===== src/rtl/osc_freq_monitor_pkg.sv =====
// rtl/osc_freq_monitor_pkg.sv - shared types and helpers for the oscillator frequency monitor
package osc_freq_monitor_pkg;

  typedef enum logic [1:0] {
    CH_FAIL = 2'd0,
    CH_QUAL = 2'd1,
    CH_OK   = 2'd2
  } ch_state_t;

  // Wide enough for QUAL_WIN up to 15
  localparam int QUAL_CNT_W = 4;

  function automatic int sel_width(input int num_ch);
    return (num_ch > 1) ? $clog2(num_ch) : 1;
  endfunction

endpackage


===== src/rtl/osc_freq_monitor_chan.sv =====
// rtl/osc_freq_monitor_chan.sv - per-channel synchroniser, edge counter and health state machine
// Counts synchronised rising edges over one window and qualifies the count against cfg bounds.
module osc_freq_monitor_chan
  import osc_freq_monitor_pkg::*;
#(
  parameter int CNT_W    = 16,
  parameter int QUAL_WIN = 2
) (
  input  logic             clk_i,
  input  logic             rst_ni,
  input  logic             en_i,
  input  logic             term_i,
  input  logic             osc_i,
  input  logic [CNT_W-1:0] cfg_lo_i,
  input  logic [CNT_W-1:0] cfg_hi_i,
  output logic [CNT_W-1:0] meas_cnt_o,
  output logic             ok_next_o,
  output logic             ch_ok_o
);

  localparam logic [CNT_W-1:0]      CNT_MAX   = '1;
  localparam logic [CNT_W-1:0]      CNT_ONE   = CNT_W'(1);
  localparam logic [QUAL_CNT_W-1:0] QUAL_ONE  = QUAL_CNT_W'(1);
  localparam logic [QUAL_CNT_W-1:0] QUAL_LAST = QUAL_CNT_W'(QUAL_WIN);

  logic                  sync1_q, sync2_q, dly_q;
  logic                  rise, in_bound;
  logic [CNT_W-1:0]      cnt_q, cnt_d, cnt_inc;
  logic [CNT_W-1:0]      meas_q;
  logic                  ok_q;
  ch_state_t             state_q, state_d;
  logic [QUAL_CNT_W-1:0] qual_q, qual_d;

  assign rise     = sync2_q & ~dly_q;
  // Saturating count that already includes an edge seen on the terminal cycle
  assign cnt_inc  = (rise && (cnt_q != CNT_MAX)) ? cnt_q + CNT_ONE : cnt_q;
  assign in_bound = (cfg_lo_i <= cnt_inc) && (cnt_inc <= cfg_hi_i);

  always_comb begin
    cnt_d = cnt_inc;
    if (!en_i || term_i) cnt_d = '0;
  end

  always_comb begin
    state_d = state_q;
    qual_d  = qual_q;
    if (term_i) begin
      unique case (state_q)
        CH_FAIL: begin
          if (in_bound) begin
            if (QUAL_WIN == 1) begin
              state_d = CH_OK;
            end else begin
              state_d = CH_QUAL;
              qual_d  = QUAL_ONE;
            end
          end
        end
        CH_QUAL: begin
          if (in_bound) begin
            qual_d = qual_q + QUAL_ONE;
            if (qual_d == QUAL_LAST) begin
              state_d = CH_OK;
              qual_d  = '0;
            end
          end else begin
            state_d = CH_FAIL;
            qual_d  = '0;
          end
        end
        CH_OK: begin
          if (!in_bound) state_d = CH_FAIL;
        end
        default: begin
          state_d = CH_FAIL;
          qual_d  = '0;
        end
      endcase
    end
  end

  always_ff @(posedge clk_i or negedge rst_ni) begin
    if (!rst_ni) begin
      sync1_q <= 1'b0;
      sync2_q <= 1'b0;
      dly_q   <= 1'b0;
      cnt_q   <= '0;
      meas_q  <= '0;
      ok_q    <= 1'b0;
      state_q <= CH_FAIL;
      qual_q  <= '0;
    end else begin
      sync1_q <= osc_i;
      sync2_q <= sync1_q;
      dly_q   <= sync2_q;
      cnt_q   <= cnt_d;
      state_q <= state_d;
      qual_q  <= qual_d;
      if (term_i) begin
        meas_q <= cnt_inc;
        ok_q   <= (state_d == CH_OK);
      end
    end
  end

  assign meas_cnt_o = meas_q;
  assign ok_next_o  = (state_d == CH_OK);
  assign ch_ok_o    = ok_q;

endmodule


===== src/rtl/osc_freq_monitor.sv =====
// rtl/osc_freq_monitor.sv - multi-channel oscillator health monitor with healthy-channel selector
// Optional sticky failure interrupt enabled by defining OSC_FREQ_MONITOR_IRQ_EN.
module osc_freq_monitor
  import osc_freq_monitor_pkg::*;
#(
  parameter int NUM_CH   = 3,
  parameter int CNT_W    = 16,
  parameter int WINDOW   = 50000,
  parameter int QUAL_WIN = 2,
  localparam int SEL_W   = sel_width(NUM_CH)
) (
  input  logic                    CLK,
  input  logic                    RESETN,
  input  logic                    en,
  input  logic [NUM_CH-1:0]       osc_in,
  input  logic [NUM_CH*CNT_W-1:0] cfg_lo,
  input  logic [NUM_CH*CNT_W-1:0] cfg_hi,
  output logic [NUM_CH*CNT_W-1:0] meas_cnt,
  output logic [NUM_CH-1:0]       ch_ok,
  output logic                    any_ok,
  output logic [SEL_W-1:0]        sel,
  output logic                    window_done,
  output logic                    sel_change
`ifdef OSC_FREQ_MONITOR_IRQ_EN
  ,
  input  logic                    irq_clr,
  output logic [NUM_CH-1:0]       fail_sticky,
  output logic                    irq
`endif
);

  localparam int               WIN_W    = $clog2(WINDOW);
  localparam logic [WIN_W-1:0] WIN_LAST = WIN_W'(WINDOW - 1);
  localparam logic [WIN_W-1:0] WIN_ONE  = WIN_W'(1);

  logic [WIN_W-1:0]  win_q, win_d;
  logic              term;
  logic [NUM_CH-1:0] ok_next;
  logic [SEL_W-1:0]  sel_q, sel_next;
  logic              any_ok_q, sel_change_q;

  assign term = en && (win_q == WIN_LAST);

  always_comb begin
    win_d = win_q + WIN_ONE;
    if (!en || term) win_d = '0;
  end

  for (genvar i = 0; i < NUM_CH; i++) begin : g_ch
    osc_freq_monitor_chan #(
      .CNT_W   (CNT_W),
      .QUAL_WIN(QUAL_WIN)
    ) u_chan (
      .clk_i     (CLK),
      .rst_ni    (RESETN),
      .en_i      (en),
      .term_i    (term),
      .osc_i     (osc_in[i]),
      .cfg_lo_i  (cfg_lo[i*CNT_W +: CNT_W]),
      .cfg_hi_i  (cfg_hi[i*CNT_W +: CNT_W]),
      .meas_cnt_o(meas_cnt[i*CNT_W +: CNT_W]),
      .ok_next_o (ok_next[i]),
      .ch_ok_o   (ch_ok[i])
    );
  end

  // Lowest healthy index wins; with nothing healthy the previous choice is kept
  always_comb begin
    sel_next = sel_q;
    for (int i = NUM_CH - 1; i >= 0; i--) begin
      if (ok_next[i]) sel_next = SEL_W'(i);
    end
  end

  always_ff @(posedge CLK or negedge RESETN) begin
    if (!RESETN) begin
      win_q        <= '0;
      sel_q        <= '0;
      any_ok_q     <= 1'b0;
      sel_change_q <= 1'b0;
    end else begin
      win_q        <= win_d;
      sel_change_q <= 1'b0;
      if (term) begin
        any_ok_q     <= |ok_next;
        sel_q        <= sel_next;
        sel_change_q <= (sel_next != sel_q);
      end
    end
  end

  assign window_done = term;
  assign any_ok      = any_ok_q;
  assign sel         = sel_q;
  assign sel_change  = sel_change_q;

`ifdef OSC_FREQ_MONITOR_IRQ_EN
  logic [NUM_CH-1:0] fail_evt, sticky_q, sticky_d;
  logic              irq_q;

  // A channel can only leave OK for FAIL, so a registered OK with a non-OK next state is a drop
  assign fail_evt = {NUM_CH{term}} & ch_ok & ~ok_next;
  assign sticky_d = (irq_clr ? '0 : sticky_q) | fail_evt;

  always_ff @(posedge CLK or negedge RESETN) begin
    if (!RESETN) begin
      sticky_q <= '0;
      irq_q    <= 1'b0;
    end else begin
      sticky_q <= sticky_d;
      irq_q    <= |sticky_d;
    end
  end

  assign fail_sticky = sticky_q;
  assign irq         = irq_q;
`endif

endmodule


===== config.mk =====
export PLATFORM = sky130hd
export DESIGN_NAME = osc_freq_monitor
export DESIGN_NICKNAME = d
export VERILOG_FILES = /design/src/rtl/osc_freq_monitor_pkg.sv /design/src/rtl/osc_freq_monitor_chan.sv /design/src/rtl/osc_freq_monitor.sv
export SDC_FILE = /design/constraint.sdc
export NUM_CORES = 1
export LEC_CHECK = 0
export ABC_AREA = 1
export BUFFER_PORTS_ARGS = -buffer_cell sky130_fd_sc_hd__buf_4
export CAP_MARGIN = 10
export CELL_PAD_IN_SITES_DETAIL_PLACEMENT = 0
export CELL_PAD_IN_SITES_GLOBAL_PLACEMENT = 1
export CORE_ASPECT_RATIO = 0.6
export CORE_UTILIZATION = 42
export CTS_CLUSTER_SIZE = 20
export DETAILED_ROUTE_END_ITERATION = 8
export GPL_ROUTABILITY_DRIVEN = 0
export PLACE_DENSITY_LB_ADDON = 0.1
export SLEW_MARGIN = 20
export SYNTH_ARGS = -nofsm -noshare
export SYNTH_HDL_FRONTEND = slang
export SYNTH_SLANG_ARGS = --single-unit

===== constraint.sdc =====
create_clock -name CLK -period 4.62 [get_ports CLK]
set_input_delay 0.924 -clock CLK [delete_from_list [all_inputs] [get_ports CLK]]
set_output_delay 0.924 -clock CLK [all_outputs]
set_load 0.05 [all_outputs]

Word-level counts from Yosys, hierarchy flattened
Cells that the tools add are included.
{"block": "op_classes", "n_eq_ne": 20, "n_mux": 41, "addsub": 7, "reduce_logical": 16, "bitwise_logic": 9, "order_cmp": 6}
{"operator": "two-way mux 16 bit", "n": 7}
{"operator": "less-or-equal comparator 16 bit", "n": 6}
{"operator": "adder 16 x 1 -> 16 bit (second input constant)", "n": 4}
{"operator": "inequality test 16 bit (second input constant)", "n": 3}
{"operator": "two-way mux 2 bit", "n": 18}
{"operator": "two-way mux 4 bit", "n": 9}
{"operator": "one-hot mux 4 bit (3 select lines)", "n": 3}
{"operator": "one-hot mux 2 bit (3 select lines)", "n": 3}
{"operator": "== test 16 bit (second input constant)", "n": 1}
{"operator": "adder 4 x 1 -> 4 bit (second input constant)", "n": 3}
{"operator": "== test 2 bit (second input constant)", "n": 6}
{"operator": "== test 4 x 2 -> 1 bit (second input constant)", "n": 3}
{"operator": "AND reduction 3 bit", "n": 3}
{"operator": "logical AND 1 bit", "n": 7}
{"operator": "== test 2 x 1 -> 1 bit (second input constant)", "n": 3}
{"operator": "logical NOT 2 bit", "n": 3}
{"operator": "inequality test 2 x 1 -> 1 bit (second input constant)", "n": 3}
{"operator": "inverter 1 bit", "n": 6}
{"operator": "bitwise AND 1 bit", "n": 3}
{"operator": "OR reduction 3 bit", "n": 1}
{"operator": "inequality test 2 bit", "n": 1}
{"operator": "logical NOT 1 bit", "n": 1}
{"operator": "logical OR 1 bit", "n": 1}
{"operator": "two-way mux 1 bit", "n": 1}
{"block": "word_totals", "ff_bits": 146, "in_bits": 102, "elab_cells": 127, "output_inout_bits": 56}

Longest topological paths before layout
{"block": "depth", "depth_word": 15, "mapped_depth": 33, "depth_no_buf": 33}

Modules after synthesis
Synthesis repeated with hierarchy kept, for this count alone.
{"block": "hier_totals", "cells_unflattened": 1217, "area_unflattened_um2": 9491.6}
{"mod": "osc_freq_monitor_chan at g_ch[1].u_chan ...", "seq_area_each_um2": 1051.0, "n_inst": 2, "area_each_um2": 2765.2, "cells_per_inst": 354}
{"mod": "osc_freq_monitor_chan at g_ch[0].u_chan", "seq_area_each_um2": 1051.0, "n_inst": 1, "area_each_um2": 2801.4, "cells_per_inst": 357}
{"mod": "osc_freq_monitor", "seq_area_each_um2": 500.5, "n_inst": 1, "area_each_um2": 1159.9, "cells_per_inst": 152}

Worst setup path before layout
OpenSTA, ideal clock, no wires.
{"block": "synth_path", "kind": "register -> register", "from": "register g_ch[2].u_chan.cnt_q[0]", "to": "register sel_change_q (netlist: sel_change)", "arrival_time_ns": 3.505, "stages_incl_launch_ff": 29, "path_slack_ns": 0.985, "period_less_slack_ns": 3.635, "setup_ns": 0.130, "path_buffers": 0, "required_time_ns": 4.490, "path_cell_list": "dfrtp_1 -> ha_1 -> inv_1 -> nor2_1 -> nand2_2 -> o21ai_4 -> inv_1 -> nand4_1 -> nor2_1 -> nand3_1 -> nand3b_1 -> nor2_1 -> xnor2_1 -> inv_1 -> ha_1 -> nand4_1 -> nor4_1 -> nor3b_1 -> nand4_1 -> nand2_2 -> nand3_2 -> nand2_2 -> clkinv_1 -> nand2_1 -> nand2_1 -> nand2_1 -> nand2_1 -> nand2_1 -> a21oi_2"}
{"block": "synth_between", "elab_chain_len": 14, "elab_cells_between_ends": 18, "cone_classes": "add/sub: 1; order compare: 2; eq/ne: 3; mux: 10; reduce/logical: 2"}
{"item": "start: declaration", "line": "osc_freq_monitor_chan.sv:28", "source": "logic [CNT_W-1:0] cnt_q, cnt_d, cnt_inc;"}
{"item": "start signal: assignment", "line": "osc_freq_monitor_chan.sv:96", "source": "cnt_q <= cnt_d;"}
{"item": "branches (longest 2 deep; another with adder 16 x 1 -> 16 bit)"}
{"item": "two-way mux 16 bit (*)", "line": "osc_freq_monitor_chan.sv:36", "source": "assign cnt_inc = (rise && (cnt_q != CNT_MAX)) ? cnt_q + CNT_ONE : cnt_q;"}
{"item": "net g_ch[2].u_chan.cnt_inc[15]", "line": "osc_freq_monitor_chan.sv:28"}
{"item": "less-or-equal comparator 16 bit", "line": "osc_freq_monitor_chan.sv:37", "source": "assign in_bound = (cfg_lo_i <= cnt_inc) && (cnt_inc <= cfg_hi_i);"}
{"item": "logical AND 1 bit (*)", "line": "osc_freq_monitor_chan.sv:37"}
{"item": "two-way mux 2 bit, on equally long branches", "line": "osc_freq_monitor_chan.sv:72, osc_freq_monitor_chan.sv:50, osc_freq_monitor_chan.sv:60"}
{"item": "one-hot mux 2 bit (3 select lines) (*)", "line": "osc_freq_monitor_chan.sv:48", "source": "unique case (state_q)"}
{"item": "two-way mux 2 bit (*)", "line": "osc_freq_monitor_chan.sv:47", "source": "if (term_i) begin"}
{"item": "net g_ch[2].u_chan.state_d[0]", "line": "osc_freq_monitor_chan.sv:31", "source": "ch_state_t state_q, state_d;"}
{"item": "== test 2 bit (*)", "line": "osc_freq_monitor_chan.sv:107", "source": "assign ok_next_o = (state_d == CH_OK);"}
{"item": "two-way mux 2 bit (*) (3 in series)", "line": "osc_freq_monitor.sv:71", "source": "if (ok_next[i]) sel_next = SEL_W'(i);"}
{"item": "inequality test 2 bit (*)", "line": "osc_freq_monitor.sv:87", "source": "sel_change_q <= (sel_next != sel_q);"}
{"item": "two-way mux 1 bit (*)", "line": "osc_freq_monitor.sv:84", "source": "if (term) begin"}
{"item": "end signal: assignment", "line": "osc_freq_monitor.sv:87"}
{"item": "end: declaration", "line": "osc_freq_monitor.sv:40", "source": "logic any_ok_q, sel_change_q;"}
Mark *: on every way through the listed nets, which the timed path passes.
A chain may end at the register's enable or synchronous reset.

Final worst setup path
{"block": "layout_path", "from": "register g_ch[0].u_chan.cnt_q[0]", "to": "register sel_change_q (netlist: sel_change)"}
{"block": "layout_between", "elab_chain_len": 12, "elab_cells_between_ends": 16, "cone_classes": "add/sub: 1; order compare: 2; eq/ne: 3; mux: 8; reduce/logical: 2"}
{"item": "start: declaration", "line": "osc_freq_monitor_chan.sv:28"}
{"item": "start signal: assignment", "line": "osc_freq_monitor_chan.sv:96"}
{"item": "branches (longest 2 deep; another with adder 16 x 1 -> 16 bit)"}
{"item": "two-way mux 16 bit (*)", "line": "osc_freq_monitor_chan.sv:36"}
{"item": "net g_ch[0].u_chan.cnt_inc[15]", "line": "osc_freq_monitor_chan.sv:28"}
{"item": "less-or-equal comparator 16 bit", "line": "osc_freq_monitor_chan.sv:37"}
{"item": "logical AND 1 bit (*)", "line": "osc_freq_monitor_chan.sv:37"}
{"item": "two-way mux 2 bit, on equally long branches", "line": "osc_freq_monitor_chan.sv:72, osc_freq_monitor_chan.sv:50, osc_freq_monitor_chan.sv:60"}
{"item": "one-hot mux 2 bit (3 select lines) (*)", "line": "osc_freq_monitor_chan.sv:48"}
{"item": "two-way mux 2 bit (*)", "line": "osc_freq_monitor_chan.sv:47"}
{"item": "net g_ch[0].u_chan.state_d[1]", "line": "osc_freq_monitor_chan.sv:31"}
{"item": "== test 2 bit (*)", "line": "osc_freq_monitor_chan.sv:107"}
{"item": "two-way mux 2 bit (*)", "line": "osc_freq_monitor.sv:71"}
{"item": "inequality test 2 bit (*)", "line": "osc_freq_monitor.sv:87"}
{"item": "two-way mux 1 bit (*)", "line": "osc_freq_monitor.sv:84"}
Marks and branches as above.

==> flow_metrics.env <==
export IMPL_synth_cells=1131
export IMPL_synth_edf_count=0
export IMPL_track_usage=0.2231
export IMPL_drtIter0Drc=457
export IMPL_ant_nets=0
export IMPL_drv_cap=0
export IMPL_fp_coreArea_sq_um=21140
export IMPL_yosysSeqAreaShare=0.4020
export IMPL_die_y_um=115.9
export IMPL_insertion_delay_ps=430
export IMPL_skew_ps=11.20
export IMPL_layoutNonFillerInstCount=1598
export IMPL_path_buf_inv=7
export IMPL_setup_tns_ps=0
export IMPL_post_cts_setup_buffers=0
export IMPL_wirelength_um=23520
export IMPL_syn_avg_cell_area_sq_um=8.036
export IMPL_dp_cells=1566
export IMPL_slew_viol_final=0
export IMPL_setup_violations_final=0
export IMPL_rsz0062_at_grt="false"
export IMPL_p_leak_nw=6.039
export IMPL_drc=0
export IMPL_start_kind="flip-flop"
export IMPL_final_layout_size_suffix_gt1_frac=0.1873
export IMPL_yosysWarnings=0
export IMPL_clkTransAtPathRegs_ps=60
export IMPL_p_per_area_nw_per_um2=267.2
export IMPL_slew_headroom=0.2301
export IMPL_synthTopCellsByArea="dfrtp_1 40%, ha_1 14%, nand2_1 9.0%"
export IMPL_gr_total_overflow=0
export IMPL_critPathCaptureType="flip-flop"
export IMPL_grt_pass1_vias=7211
export IMPL_grt_max_degree=91
export IMPL_synth_top_area_frac=0.4020
export IMPL_arrival_ps=4450
export IMPL_critical_path_required_ps=4900
export IMPL_crit_path_max_incr_delay_ps=390
export IMPL_dp_hpwl_um=18050
export IMPL_worstMarginPinSlew_ps=1144
export IMPL_period_share=0.9040
export IMPL_timing_hold_violations_final=0
export IMPL_hold_class="flip-flop to flip-flop"
export IMPL_ctsLongestPathBuffers=2
export IMPL_rows=41
export IMPL_wl_per_cell_um=14.72
export IMPL_max_freq_mhz=239.4
export IMPL_drt_pre_antenna_iters=5
export IMPL_cts_tree="yes"
export IMPL_cts_sinks=146
export IMPL_outcome="complete, no violations"
export IMPL_post_route_min_period_ps=4176
export IMPL_dp_slack_ps=307.0
export IMPL_areaGrowthSynthToFinish_pct=24.09
export IMPL_ys_types=40
export IMPL_cp_max_fo=6
export IMPL_crit_family="simple AND/OR/NAND/NOR gates"
export IMPL_cts_max_level=4
export IMPL_dieArea_sq_um=22250
export IMPL_setup_ws_ps=443.6
export IMPL_utilization=0.5336
export IMPL_initial_core_util=0.4300
export IMPL_cp_common_cell="nand2_1"
export IMPL_cts_root_buf="clkbuf_16"
export IMPL_path_class="flip-flop to flip-flop"
export IMPL_io_pins=158
export IMPL_vias_per_cell=4.765
export IMPL_die_width_um=191.9
export IMPL_vdd_drop_max_mv=0.2683
export IMPL_syn_area_sq_um=9089
export IMPL_ys_async_sr_fraction=1.000
export IMPL_cts_made_buffers=17
export IMPL_critPathSlowestCell="dfrtp_1"
export IMPL_grt_pass1_wl_um=37920
export IMPL_portBuffers=157
export IMPL_antenna_found_initial=0
export IMPL_ctsHoldBuffers=0
export IMPL_nets=1512
export IMPL_antennaDiodeCount=0
export IMPL_ys_flop_type="dfrtp_1"
export IMPL_ys_seq_elements=146
export IMPL_synth_largest_area_cell="dfrtp_1"
export IMPL_vias=7615
export IMPL_syn_nets=1337
worst reg2reg max path: cells and delay by family, from the launching register on:
family	cells	cell delay, ps
AO/OA/AOI/OAI	4	460
XOR/XNOR	1	160
adder cells (fa/ha/maj)	2	480
buffers and inverters	7	510
flip-flops	1	390
AND/OR/NAND/NOR	18	2030
final timing paths:
| check | from | endpoint | slack, ps | cells past startpoint |
|---|---|---|---|---|
| hold reg to reg | g_ch[0].u_chan.sync1_q | g_ch[0].u_chan.sync2_q | 350 | 0 |
| max in group asynchronous | RESETN | g_ch[0].u_chan.cnt_q[13] | 3080 | 2 |
| setup / recovery | g_ch[0].u_chan.cnt_q[0] | sel_change | 440 | 32 |
| min in group asynchronous | RESETN | g_ch[2].u_chan.state_q[1] | 580 | 1 |
| setup reg to reg | g_ch[0].u_chan.cnt_q[0] | sel_change | 440 | 32 |
| hold / removal | g_ch[0].u_chan.sync1_q | g_ch[0].u_chan.sync2_q | 350 | 0 |
per-layer routing:
metal,global-route usage,share of wire,up-vias
li1,-,-,3989
met1,0.3598,0.57,3489
met2,0.3013,0.38,123
met5,0,0,-
met3,0.03907,0.035,14
met4,0.05079,0.0077,0
cell families after synthesis:
group / count (synthesis) / synth area share
adder cells (fa/ha/maj): 104 / 0.1432
flip-flops: 146 / 0.4020
AND/OR/NAND/NOR: 449 / 0.2175
buffers and inverters: 223 / 0.09334
XOR/XNOR: 50 / 0.04818
AO/OA/AOI/OAI: 159 / 0.09582
power breakdown:
part	internal [W]	total (W)	switching [W]
logic	0.000142	0.000358	0.000217
clock network	0.000770	0.00134	0.000565
registers	0.00130	0.00132	0.0000151
total	0.00222	0.00301	0.000797
cell type report:
cell class	count	area, sq um
timing repair buffer	176	1325
inverter	203	763.2
clock buffer	20	456.7
fill	2063	9857
multi-input combinational	762	4623
sequential	146	3654
tap	279	349.1
clock inverter	12	107.6
flip-flops by register name, summed over array words and instances (netlist names):
| signal | cells |
|---|---|
| sel_change | 1 |
| win_q | 16 |
| g_ch.u_chan.sync1_q | 3 |
| g_ch.u_chan.qual_q | 12 |
| g_ch.u_chan.dly_q | 3 |
| sel | 2 |
| any_ok | 1 |
| g_ch.u_chan.sync2_q | 3 |
| g_ch.u_chan.cnt_q | 48 |
| g_ch.u_chan.ch_ok_o | 3 |
| g_ch.u_chan.meas_cnt_o | 48 |
| g_ch.u_chan.state_q | 6 |
Yosys cell counts (4+ instances only):
master / number
xnor2_1: 9
nand4_1: 25
nand3_2: 6
nor2_1: 110
inv_2: 7
nand3_1: 29
nor4_1: 10
o21ai_1: 12
dfrtp_1: 146
nor3_1: 23
o21ai_0: 76
o21a_1: 4
clkbuf_1: 16
nand2_2: 7
nand2_1: 219
ha_1: 104
xor2_1: 41
nand3b_1: 7
inv_1: 195
a21oi_1: 46
o21bai_1: 4
what timing repair did:
item / in CTS / in global routing
hold endpoints to repair: 0 / 0
resized for setup: 0 / 8
endpoints found under the setup margin: 0 / 8
metrics by stage:
stage / total power, W / area (sq um) / hold WS (ps)
2_1_floorplan: 0.001537 / 9089 / 331.2
3_3_place_gp: 0.001702 / 10680 / 334.5
3_5_place_dp: 0.001704 / 10680 / 334.7
4_1_cts: 0.003036 / 11240 / 349.4
5_1_grt: 0.003138 / 11280 / 358.1
6_report: 0.003014 / 11280 / 349.1
layout by cell type (no fill, tap or decap), types with 7 or more instances in the layout:
master / n
xor2_1: 41
nand2_1: 217
nand4_1: 25
nor4_1: 9
o21ai_1: 10
dfrtp_1: 146
nand3_1: 28
nor3_1: 22
clkbuf_16: 17
xnor2_1: 9
buf_4: 175
ha_1: 104
nand2_2: 9
nand3_2: 7
nor2_1: 109
a21oi_1: 46
nand3b_1: 7
inv_2: 7
o21ai_0: 76
inv_1: 194
Power figures use the tool's default switching activity.
